<file path="src/rtl/alarm_melody_seq.sv">
// Alarm tune sequencer: walks a fixed note ROM and drives the one-hot piezo KEY bus,
// holding each note for its beat count and inserting a silent gap after it.
module alarm_melody_seq #(
  parameter int unsigned TICKS_PER_BEAT = 25000,
  parameter int unsigned GAP_TICKS      = 2500,
  parameter int unsigned LENGTH         = 14
) (
  input  logic       CLK,
  input  logic       RESET,
  input  logic       START,
  input  logic       STOP,
  input  logic       LOOP,
  output logic [7:0] KEY,
  output logic       BUSY,
  output logic       DONE,
  output logic [3:0] NOTE_IDX,
  output logic [1:0] DBG_STATE
);

  typedef enum logic [1:0] {
    S_IDLE = 2'd0,
    S_PLAY = 2'd1,
    S_GAP  = 2'd2
  } state_t;

  localparam logic [3:0]  LAST_IDX = 4'(LENGTH - 1);
  localparam logic [31:0] GAP_LEN  = 32'(GAP_TICKS);
  localparam logic [31:0] BEAT_LEN = 32'(TICKS_PER_BEAT);

  state_t      state, state_n;
  logic [31:0] cnt, cnt_n;
  logic [7:0]  key_n;
  logic        busy_n, done_n, advance;
  logic [3:0]  idx_n, idx_inc;
  logic [5:0]  ent_inc, ent_first;

  // ROM entry = {note, beats-1}; note 0 is a rest, 1..8 map to C..highC.
  function automatic logic [5:0] rom(input logic [3:0] i);
    case (i)
      4'd0:    rom = {4'd1, 2'd0};
      4'd1:    rom = {4'd1, 2'd0};
      4'd2:    rom = {4'd5, 2'd0};
      4'd3:    rom = {4'd5, 2'd0};
      4'd4:    rom = {4'd6, 2'd0};
      4'd5:    rom = {4'd6, 2'd0};
      4'd6:    rom = {4'd5, 2'd1};
      4'd7:    rom = {4'd4, 2'd0};
      4'd8:    rom = {4'd4, 2'd0};
      4'd9:    rom = {4'd3, 2'd0};
      4'd10:   rom = {4'd2, 2'd0};
      4'd11:   rom = {4'd2, 2'd0};
      4'd12:   rom = {4'd1, 2'd1};
      4'd13:   rom = {4'd0, 2'd0};
      default: rom = 6'd0;
    endcase
  endfunction

  function automatic logic [7:0] note_key(input logic [3:0] n);
    case (n)
      4'd1:    note_key = 8'h80;
      4'd2:    note_key = 8'h40;
      4'd3:    note_key = 8'h20;
      4'd4:    note_key = 8'h10;
      4'd5:    note_key = 8'h08;
      4'd6:    note_key = 8'h04;
      4'd7:    note_key = 8'h02;
      4'd8:    note_key = 8'h01;
      default: note_key = 8'h00;
    endcase
  endfunction

  function automatic logic [31:0] note_len(input logic [1:0] b);
    note_len = ({30'd0, b} + 32'd1) * BEAT_LEN;
  endfunction

  assign idx_inc   = NOTE_IDX + 4'd1;
  assign ent_inc   = rom(idx_inc);
  assign ent_first = rom(4'd0);
  assign DBG_STATE = state;

  // Counter holds the cycles left in the current PLAY or GAP phase; phase ends when it reads 1.
  always_comb begin
    state_n = state;
    cnt_n   = cnt;
    key_n   = KEY;
    busy_n  = BUSY;
    done_n  = 1'b0;
    idx_n   = NOTE_IDX;
    advance = 1'b0;

    case (state)
      S_IDLE: begin
        if (START) begin
          state_n = S_PLAY;
          idx_n   = 4'd0;
          cnt_n   = note_len(ent_first[1:0]);
          key_n   = note_key(ent_first[5:2]);
          busy_n  = 1'b1;
        end
      end
      S_PLAY: begin
        if (cnt == 32'd1) begin
          if (GAP_LEN != 32'd0) begin
            state_n = S_GAP;
            cnt_n   = GAP_LEN;
            key_n   = 8'h00;
          end else begin
            advance = 1'b1;
          end
        end else begin
          cnt_n = cnt - 32'd1;
        end
      end
      S_GAP: begin
        if (cnt == 32'd1) advance = 1'b1;
        else              cnt_n   = cnt - 32'd1;
      end
      default: state_n = S_IDLE;
    endcase

    if (advance) begin
      if (NOTE_IDX < LAST_IDX) begin
        state_n = S_PLAY;
        idx_n   = idx_inc;
        cnt_n   = note_len(ent_inc[1:0]);
        key_n   = note_key(ent_inc[5:2]);
      end else if (LOOP) begin
        state_n = S_PLAY;
        idx_n   = 4'd0;
        cnt_n   = note_len(ent_first[1:0]);
        key_n   = note_key(ent_first[5:2]);
      end else begin
        state_n = S_IDLE;
        idx_n   = 4'd0;
        cnt_n   = 32'd0;
        key_n   = 8'h00;
        busy_n  = 1'b0;
        done_n  = 1'b1;
      end
    end

    // Abort wins over everything, including a START in the same cycle.
    if (STOP) begin
      state_n = S_IDLE;
      idx_n   = 4'd0;
      cnt_n   = 32'd0;
      key_n   = 8'h00;
      busy_n  = 1'b0;
      done_n  = 1'b0;
    end
  end

  always_ff @(posedge CLK) begin
    if (RESET) begin
      state    <= S_IDLE;
      cnt      <= 32'd0;
      KEY      <= 8'h00;
      BUSY     <= 1'b0;
      DONE     <= 1'b0;
      NOTE_IDX <= 4'd0;
    end else begin
      state    <= state_n;
      cnt      <= cnt_n;
      KEY      <= key_n;
      BUSY     <= busy_n;
      DONE     <= done_n;
      NOTE_IDX <= idx_n;
    end
  end

endmodule

</file>
<file path="config.mk">
export PLATFORM = sky130hd
export DESIGN_NAME = alarm_melody_seq
export DESIGN_NICKNAME = d
export VERILOG_FILES = /design/src/rtl/alarm_melody_seq.sv
export SDC_FILE = /design/constraint.sdc
export NUM_CORES = 1
export LEC_CHECK = 0
export ABC_AREA = 1
export CORE_ASPECT_RATIO = 0.6
export CORE_MARGIN = 2
export CORE_UTILIZATION = 64
export CTS_CLUSTER_DIAMETER = 120
export DETAILED_ROUTE_END_ITERATION = 6
export PLACE_DENSITY = 0.88
export RECOVER_POWER = 100
export SLEW_MARGIN = 15
export SYNTH_ARGS = -nofsm -noshare
export SYNTH_HDL_FRONTEND = slang
export SYNTH_SLANG_ARGS = --single-unit
</file>
<file path="constraint.sdc">
create_clock -name CLK -period 3.36 [get_ports CLK]
set_input_delay 0.504 -clock CLK [delete_from_list [all_inputs] [get_ports CLK]]
set_output_delay 0.504 -clock CLK [all_outputs]
set_load 0.005 [all_outputs]
</file>
==> impl_metrics.toml <==
[outcome]
status = "finished clean"

[floorplanning]
die_h_um = 58.9
ios = 21
core_um2 = 4710
start_util = 0.683
dieArea_um2 = 5630
rows = 19
die_x_um = 95.5

[drt]
drt-initial-drc-count = 450
wl_per_cell_um = 14.3
vias = 3416
vias_per_cell = 5.64
firstDrtPassIters = 6
ant_nets = 0
wl_um = 8640
drc = 0

[grt]
antenna_found_initial = 0
met1_usage = 0.521
grt_pass1_wl_um = 14300
use_met3 = 0.0960
met2_usage = 0.437
grt_pass1_vias = 2972
grt.total_usage = 0.333
top_usage_layer = "met1"
grt_max_degree = 25
gr-total-overflow = 0

[finish]
layout.nets = 559
fin_area_um2 = 3520
multi_input_area_um2 = 1880
layout-drive-gt1-share = 0.0387
area_growth_pct = 9.37
n_fill_cell = 393
antenna_cells = 0
regArea_um2 = 941

[clock_network]
clk_pin_slew_worst_paths_ns = 0.10
htreeDepth = 2
cts_root_buffer = "clkbuf_8"
cts-resized-gates = 0
postCtsHoldBufs = 0
clkLatencyLatePin_ns = 0.31
cts_setup_buffers = 0
tritoncts = "yes"
cts_num_sinks = 47
cts_buffer_depth = 2
cts_buffers = 5

[placement]
dpl-instance-area_um2 = 3420
io_buffer_count = 19
hpwl_um = 6580
gp_congestion = 0.952

[pwr]
cell_internal_pwr_uw = 961
power_frac_seq = 0.423
p_sw_uw = 426
pwr-share-clk = 0.364
ir_drop_uv = 317
leakagePower_uw = 0.00171
p_per_area_nw_per_um2 = 394
p_sw_frac = 0.307
combPwrFrac = 0.212

[synth]
ys_seq_elements = 47
synth_most_common_cell = "nand2_1"
syn-num-nets = 542
syn-cell-area_um2 = 3220
syn_avg_cell_area_um2 = 6.13
yosys_warnings = 0
synth_common_cells = "nand2_1 (134), nor2_1 (100), inv_1 (70), dfxtp_1 (47), a21oi_1 (30)"
yosysSeqAreaShare = 0.292
synthCells = 525
synth_cell_types = 35
synth_top_area_share = 0.292
synth_edf_count = 0
synthFlopType = "dfxtp_1"
synthArstFlopShare = 0
synth.largest_area_cell = "dfxtp_1"
synth_area_leaders = "dfxtp_1 (29%), nand2_1 (16%), nor2_1 (12%)"

[timing]
whs_ns = 0.468
final.period_utilization = 0.733
fin_crit_ns = 2.46
maxSlewHeadroom = 0.548
fin_worst_skew_ns = 0.0136
fmax_ghz = 0.406
slew_viol_final = 0
hold_violations = 0
worst_pin_slew_ns = 0.673
setup_tns_ns = 0
setup_viol = 0
rsz0062_at_grt = "false"

[critical_path]
max_stage_delay_ns = 0.36
reg2reg_from = "cnt[28]"
rrSetupSlack_ns = 0.90
critPathKind = "reg2reg"
cp-start-kind = "register"
cp_cell_sequence = "nor2_1 > nand2_1 > nor2_1 > nand2_1 > nor2_1 > nand2_1 > nand3_4 > nand3_1 > nand2_1 > inv_1 > o21ai_0 > nor2_1"
cp_max_fo = 11
r2r_cells = 12
worstPathArrival_ns = 2.68
crit_path_top_delay_cell = "dfxtp_1"
cp-end-kind = "register"
rr_endpoint = "cnt[29]"
worstPathRequired_ns = 3.57

[hold_path]
min_from = "KEY[1]"
hold_end = "KEY[1]"
hold_path.class = "reg2reg"
holdPathStages = 2

[job]
drv_cap = 0
-- logic make-up after synthesis --
kind of cell,Yosys count,synth area share
xor gates and xnor gates,11,0.0300
DFF,47,0.292
buffers and inverters,84,0.110
AOI/OAI and AO/OA,62,0.100
other,1,0.00117
and+or+nand+nor,308,0.420
adders and majority gates,12,0.0467
-- power groups by stage --
stage	sequential [µW]	combinational, µW	clock [µW]
floorplan	595	227	0
global placement	599	284	0
detailed placement	600	288	0
CTS	587	291	507
global route	589	329	528
finish	588	295	505
-- layer usage --
metal | up-vias | share of wire
met1 | 1506 | 0.46
met3 | 19 | 0.14
met2 | 211 | 0.38
met5 | - | 0
li1 | 1680 | -
met4 | 0 | 0.013
-- registers in the layout, indices dropped and copies added, names as in the netlist --
name and cells:
BUSY 1, DBG_STATE 2, DONE 1, KEY 7
NOTE_IDX 4, cnt 32
-- final cells by class --
class                   count  area share
multi-input cells         394       0.536
inverters                  74      0.0797
repair buffers             20      0.0562
clock inverters             3      0.0192
flip-flops and latches     47       0.267
well taps                  63      0.0224
clock buffers               5      0.0196
-- worst max-delay path, delay by kind of cell, from the launching register on --
family / cells / cell delay [ns]
compound gates: 1 / 0.15
flops: 1 / 0.36
simple gates: 10 / 1.63
buf+inv: 1 / 0.23
-- placed cells by master, fill, tap and decap left out, types with 2 or more instances in the layout --
cell type        netlist  layout
nor4_1                 2       2
xor2_1                 8       8
inv_1                 70      71
nand3_1               24      25
o21ai_0               17      23
nand2_1              134     135
nand4_1               11      11
nor2_1               100     103
nand3b_1               3       4
nor2_2                 5       4
clkbuf_8               0       5
bufinv_16              0       2
ha_1                  12      12
xnor2_1                3       3
nor2_4                 4       2
clkdlybuf4s50_1        0       4
dlygate4sd3_1          0      15
nor3_1                17      18
dfxtp_1               47      47
o21ai_1               11       5
a21oi_1               30      30
-- per-stage QoR --
stage,cells,setup slack (ns),util,total power (µW)
floorplan,525,1.49,-,823
global placement,598,1.17,0.727,882
detailed placement,598,1.14,0.727,888
CTS,606,1.11,0.756,1380
global route,606,0.604,0.747,1450
finish,606,0.898,0.747,1390
-- worst max-delay path by stage --
stage	start	to	slack (ns)	depth (start not counted)
after floorplan	NOTE_IDX[0]	BUSY	1.49	10
after global routing	cnt[28]	cnt[26]	0.60	12
after detailed placement	NOTE_IDX[0]	BUSY	1.14	10
after CTS	cnt[28]	cnt[21]	1.11	13
after global placement	NOTE_IDX[0]	BUSY	1.17	10
final	cnt[28]	cnt[29]	0.90	12
(Power assumes the default switching activity.)
